<file path="src/rtl/stepper_pkg.sv">
// Shared definitions for the stepper axis controller: phase tables, FSM states
// and direction encoding.
package stepper_pkg;

  typedef enum logic [1:0] {
    IDLE = 2'd0,
    RUN  = 2'd1,
    DONE = 2'd2
  } state_e;

  localparam logic DIR_FWD = 1'b0;
  localparam logic DIR_BWD = 1'b1;

  // Element [0] is the rightmost entry, so these read from the highest index down.
  localparam logic [3:0][3:0] FULL_STEP_TBL = {4'b1001, 4'b0011, 4'b0110, 4'b1100};
  localparam logic [7:0][3:0] HALF_STEP_TBL = {4'b1001, 4'b0001, 4'b0011, 4'b0010,
                                               4'b0110, 4'b0100, 4'b1100, 4'b1000};

  function automatic logic [3:0] phase_pattern(input logic half, input logic [2:0] idx);
    if (half) phase_pattern = HALF_STEP_TBL[idx];
    else      phase_pattern = FULL_STEP_TBL[idx[1:0]];
  endfunction

endpackage

</file>
<file path="src/rtl/stepper_phase_seq.sv">
// Phase index register and coil pattern lookup; the index walks forward or
// backward one entry per advance and wraps within the 4- or 8-entry table.
module stepper_phase_seq
  import stepper_pkg::*;
#(
  parameter bit HALF_STEP = 1'b0
) (
  input  logic       clk,
  input  logic       rst,
  input  logic       advance,
  input  logic       dir,
  output logic [3:0] pattern
);

  localparam logic [2:0] IDX_MASK = HALF_STEP ? 3'd7 : 3'd3;

  logic [2:0] idx_q;
  logic [2:0] idx_d;

  always_comb begin
    idx_d = idx_q;
    if (advance) begin
      if (dir == DIR_BWD) idx_d = (idx_q - 3'd1) & IDX_MASK;
      else                idx_d = (idx_q + 3'd1) & IDX_MASK;
    end
  end

  always_ff @(posedge clk) begin
    if (rst) idx_q <= 3'd0;
    else     idx_q <= idx_d;
  end

  assign pattern = phase_pattern(HALF_STEP, idx_q);

endmodule

</file>
<file path="src/rtl/stepper_axis_ctrl.sv">
// Single-axis stepper controller: accepts a move, paces steps with a period
// timer, stops on count exhaustion or on the active boundary switch.
module stepper_axis_ctrl
  import stepper_pkg::*;
#(
  parameter int STEP_W    = 12,
  parameter int DIV_W     = 16,
  parameter bit HALF_STEP = 1'b0,
  parameter bit HOLD      = 1'b0
) (
  input  logic              clk,
  input  logic              rst,
  input  logic              start,
  input  logic              dir,
  input  logic [STEP_W-1:0] steps,
  input  logic [DIV_W-1:0]  period,
  input  logic              limit_fwd,
  input  logic              limit_bwd,
  output logic [3:0]        coils,
  output logic              busy,
  output logic              done,
  output logic              aborted,
  output logic [STEP_W-1:0] steps_taken
);

  state_e            state_q, state_d;
  logic              dir_q, dir_d;
  logic [DIV_W-1:0]  period_m1_q, period_m1_d;
  logic [DIV_W-1:0]  timer_q, timer_d;
  logic [STEP_W-1:0] remaining_q, remaining_d;
  logic [STEP_W-1:0] steps_taken_q, steps_taken_d;
  logic              aborted_q, aborted_d;
  logic              energised_q, energised_d;

  logic              limit_start, limit_run;
  logic              start_acc, boundary, step_fire;
  logic [DIV_W-1:0]  period_in_m1;
  logic [3:0]        pattern;

  assign limit_start  = (dir == DIR_BWD) ? limit_bwd : limit_fwd;
  assign limit_run    = (dir_q == DIR_BWD) ? limit_bwd : limit_fwd;
  assign start_acc    = (state_q == IDLE) && start;
  assign boundary     = (state_q == RUN) && (timer_q == '0);
  assign step_fire    = boundary && !limit_run;
  assign period_in_m1 = (period == '0) ? '0 : period - DIV_W'(1);

  stepper_phase_seq #(
    .HALF_STEP (HALF_STEP)
  ) u_phase_seq (
    .clk     (clk),
    .rst     (rst),
    .advance (step_fire),
    .dir     (dir_q),
    .pattern (pattern)
  );

  always_ff @(posedge clk) begin
    if (rst) state_q <= IDLE;
    else     state_q <= state_d;
  end

  always_comb begin
    state_d = state_q;
    unique case (state_q)
      IDLE: if (start) state_d = ((steps == '0) || limit_start) ? DONE : RUN;
      RUN:  if (boundary && (limit_run || (remaining_q == STEP_W'(1)))) state_d = DONE;
      DONE: state_d = IDLE;
      default: state_d = IDLE;
    endcase
  end

  always_comb begin
    dir_d         = dir_q;
    period_m1_d   = period_m1_q;
    timer_d       = timer_q;
    remaining_d   = remaining_q;
    steps_taken_d = steps_taken_q;
    aborted_d     = aborted_q;
    energised_d   = energised_q;
    if (start_acc) begin
      dir_d         = dir;
      period_m1_d   = period_in_m1;
      timer_d       = period_in_m1;
      remaining_d   = steps;
      steps_taken_d = '0;
      aborted_d     = (steps != '0) && limit_start;
      energised_d   = 1'b1;
    end else if (state_q == RUN) begin
      if (timer_q != '0) begin
        timer_d = timer_q - DIV_W'(1);
      end else if (limit_run) begin
        aborted_d = 1'b1;
      end else begin
        steps_taken_d = steps_taken_q + STEP_W'(1);
        remaining_d   = remaining_q - STEP_W'(1);
        timer_d       = period_m1_q;
      end
    end
  end

  always_ff @(posedge clk) begin
    if (rst) begin
      dir_q         <= DIR_FWD;
      period_m1_q   <= '0;
      timer_q       <= '0;
      remaining_q   <= '0;
      steps_taken_q <= '0;
      aborted_q     <= 1'b0;
      energised_q   <= 1'b0;
    end else begin
      dir_q         <= dir_d;
      period_m1_q   <= period_m1_d;
      timer_q       <= timer_d;
      remaining_q   <= remaining_d;
      steps_taken_q <= steps_taken_d;
      aborted_q     <= aborted_d;
      energised_q   <= energised_d;
    end
  end

  // Holding only applies once a move has set a phase; straight out of reset the coils stay off.
  always_comb begin
    busy        = (state_q != IDLE);
    done        = (state_q == DONE);
    aborted     = aborted_q;
    steps_taken = steps_taken_q;
    coils       = 4'b0000;
    if ((state_q != IDLE) || (HOLD && energised_q)) coils = pattern;
  end

endmodule
</file>
<file path="config.mk">
export PLATFORM = sky130hd
export DESIGN_NAME = stepper_axis_ctrl
export DESIGN_NICKNAME = d
export VERILOG_FILES = /design/src/rtl/stepper_pkg.sv /design/src/rtl/stepper_phase_seq.sv /design/src/rtl/stepper_axis_ctrl.sv
export SDC_FILE = /design/constraint.sdc
export NUM_CORES = 1
export LEC_CHECK = 0
export BUFFER_PORTS_ARGS = -buffer_cell sky130_fd_sc_hd__buf_2
export CORE_ASPECT_RATIO = 0.8
export CORE_MARGIN = 1.5
export CORE_UTILIZATION = 40
export CTS_BUF_LIST = sky130_fd_sc_hd__clkbuf_8
export CTS_CLUSTER_DIAMETER = 80
export DETAILED_ROUTE_END_ITERATION = 10
export SYNTH_ARGS = -nofsm -noshare
export SYNTH_HDL_FRONTEND = slang
export SYNTH_SLANG_ARGS = --single-unit
</file>
<file path="constraint.sdc">
create_clock -name clk -period 2.9 [get_ports clk]
set_clock_uncertainty 0.2 [all_clocks]
set_input_delay 0.435 -clock clk [delete_from_list [all_inputs] [get_ports clk]]
set_output_delay 0.435 -clock clk [all_outputs]
set_load 0.05 [all_outputs]
</file>
==> results.tsv <==
metric	value	unit
commonest non-fill, non-tap cell in the layout	nor2_1	
Routed WL per cell	15.1	um
Tcrit/Tclk final	87.3	%
H-tree level count	3	
status	completed	
Final HPWL DP	6.80	mm
register area share after synthesis	34.4	%
# diodes	0	
Antenna Nets Post-Route	0	
peak supply drop	0.000407	V
fin. max-slew vios	0	
Final #Nets	542	
actual slew at the worst max-slew pin	593	ps
cts hold-fix bufs	0	
share of layout cells above drive strength 1	21.3	%
synthesized netlist cell count	447	
Crit. path cell count	8	
Mapped Area	3610	um^2
initial antenna violation count	0	
Site Rows	30	
Syn. warnings	0	
DIE WIDTH	109	um
fraction of the mapped netlist area in simple logic gates	30.5	%
first-pass GRT wire length	15.3	mm
Critical Path Max Stage Delay	390	ps
Crit Path Category	flop to flop	
Setup violations, final	0	
post-synthesis mux area share	1.28	%
DRT iter0 DRCs	186	
syn_area_per_cell	8.07	um^2
I/O pins	53	
clock-pin slew on the worst setup and hold paths	70	ps
number of global-route vias before repair	3156	
Initial Util	41.8	%
ys async rst share	0	%
cts bufs inserted	9	
critical-path maximum fanout	6	
Synth Area in Adders	2.08	%
launch point of the critical path	timer_q[0]	
Crit-path slowest cell	or3_1	
Max Freq	395	MHz
# Post-CTS Setup Buffers	0	
Max clock buf depth	2	
count of final hold-check violations	0	
fin util	48.7	%
CTS root buffer	clkbuf_8	
P_leak	1.63	nW
Crit Reg-Reg Startpoint	timer_q[0]	
clock sinks	62	
global placer's final weighted congestion	0.811	
DR DRC count	0	
Hold Path Depth	3	
largest family of logic cells by synthesized area	simple AND/OR/NAND/NOR gates	
setup_tns	0	ps
total global-route track usage	20.9	%
Chip Height	87.9	um
core footprint	8630	um^2
most frequent cells in the layout	nor2_1, dfxtp_1, buf_2	
DR vias/cell	5.46	
IO buf count	52	
Pre-antenna DRT Iters	4	
Reg2Reg Depth	8	
worst min-delay path startpoint	steps[4]	
Net Count, Synth	487	
xor/xnor share of the synthesized area	8.74	%
Crit path arrival time	2610	ps
critical path launch point type	flop	
PD cells	577	nW/um^2
vias	3381	
Slew headroom	60.1	%
Worst path top cell family by delay	simple AND/OR/NAND/NOR gates	
CP cell instances	inv_1 > ha_1 > nor4b_1 > nand4_1 > nor3_2 > nand3_1 > or3_1 > a21oi_1	
Max Cap Viol	0	
Netlist cell types	61	
# fillers	863	
Yosys reg bits	62	
Tmin final	2530	ps
sum of buffers and inverters on the critical path	1	
HP Class	input port to flop	
Top FF cell, synth	dfxtp_1	
Post-CTS Resized	0	
clock latency on the worst-skew pair	350	ps
CTS tree	yes	
CP Capture Type	flop	
Post-Route WL	9.35	mm
Post-synth EDFFs	0	
largest net degree at the start of global routing	30	
die area	9600	um^2
Worst Path Required	2980	ps
compound-gate portion of the synthesized area	18.7	%
RSZ-0062 raised after global routing	false	
P&R area growth vs syn	16.6	%
gr ovfl total	0	
==> through the flow <==
step                area (um^2)  setup slack, ps  total power [mW]  hold WS [ps]  instances
floorplan                  3610              621              1.48           234        447
global placement           4010              319              1.65           245        603
detailed placement         4010              262              1.66           253        603
CTS                        4210              402              2.45           114        619
global route               4210              192              2.57           122        619
finish                     4210              369              2.43           131        619
==> kinds of logic after synthesis <==
group / Yosys count
AO/OA/AOI/OAI: 103
flip-flops: 62
buffers and inverters: 33
multiplexers: 4
adder cells (fa/ha/maj): 6
XOR/XNOR: 36
AND/OR/NAND/NOR: 203
==> synth_stat cells, drive strengths merged, types with 6 or more instances <==
library cell,n,area [um^2]
nor2,71,267
dfxtp,62,1240
a21oi,39,199
nand2,30,113
nor3,29,166
xor2,25,219
clkbuf,17,83.8
o21ai,17,100
a211oi,14,105
nand3,14,85.1
nor4,11,130
xnor2,11,96.3
nand4,10,62.6
inv,9,33.8
buf,7,38.8
o211ai,7,52.6
or3,7,45.1
ha,6,75.1
==> flip-flops by register name, indices dropped and copies added, names as in the netlist <==
| name | cells |
|---|---|
| aborted | 1 |
| dir_q | 1 |
| period_m1_q | 16 |
| remaining_q | 12 |
| state_q | 2 |
| steps_taken | 12 |
| timer_q | 16 |
| u_phase_seq.idx_q | 2 |
==> per-layer routing <==
layer	GRT usage, %	part of all wire [%]	up-vias	routed length (um)
met5	0	0	-	0
met4	6.61	1.2	0	111
met3	5.36	4.7	10	438
met2	33.3	45	62	4220
met1	27.8	49	1586	4580
li1	-	-	1723	-
==> path summary, 6_finish.rpt <==
path | endpoint | slack [ps]
worst max-delay path | steps_taken[10] | 370
worst min-delay path | remaining_q[4] | 130
worst max register to register | steps_taken[10] | 370
worst min register to register | period_m1_q[2] | 260
==> worst reg2reg max path, cell delays in order (launching register included) <==
cell     delay (ps)
dfxtp_1         350
inv_1           130
ha_1            250
nor4b_1         340
nand4_1         190
nor3_2          240
nand3_1         230
or3_1           400
a21oi_1         140
==> final cells by class <==
| cell class | count | area, um^2 | share of cell area, % |
|---|---|---|---|
| tap | 112 | 140 | 3.33 |
| sequential | 62 | 1240 | 29.5 |
| timing repair buffer | 68 | 380 | 9.04 |
| multi-input combinational | 352 | 2210 | 52.5 |
| clock buffer | 11 | 151 | 3.60 |
| inverter | 9 | 33.8 | 0.803 |
| clock inverter | 5 | 48.8 | 1.16 |
==> power breakdown <==
part / leakage (nW) / switching [mW] / internal, mW / total [mW]
combinational: 1.01 / 0.382 / 0.260 / 0.642
clock: 0.110 / 0.345 / 0.436 / 0.781
sequential: 0.509 / 0.0815 / 0.922 / 1.00
total: 1.63 / 0.809 / 1.62 / 2.43
(Power assumes the default switching activity.)
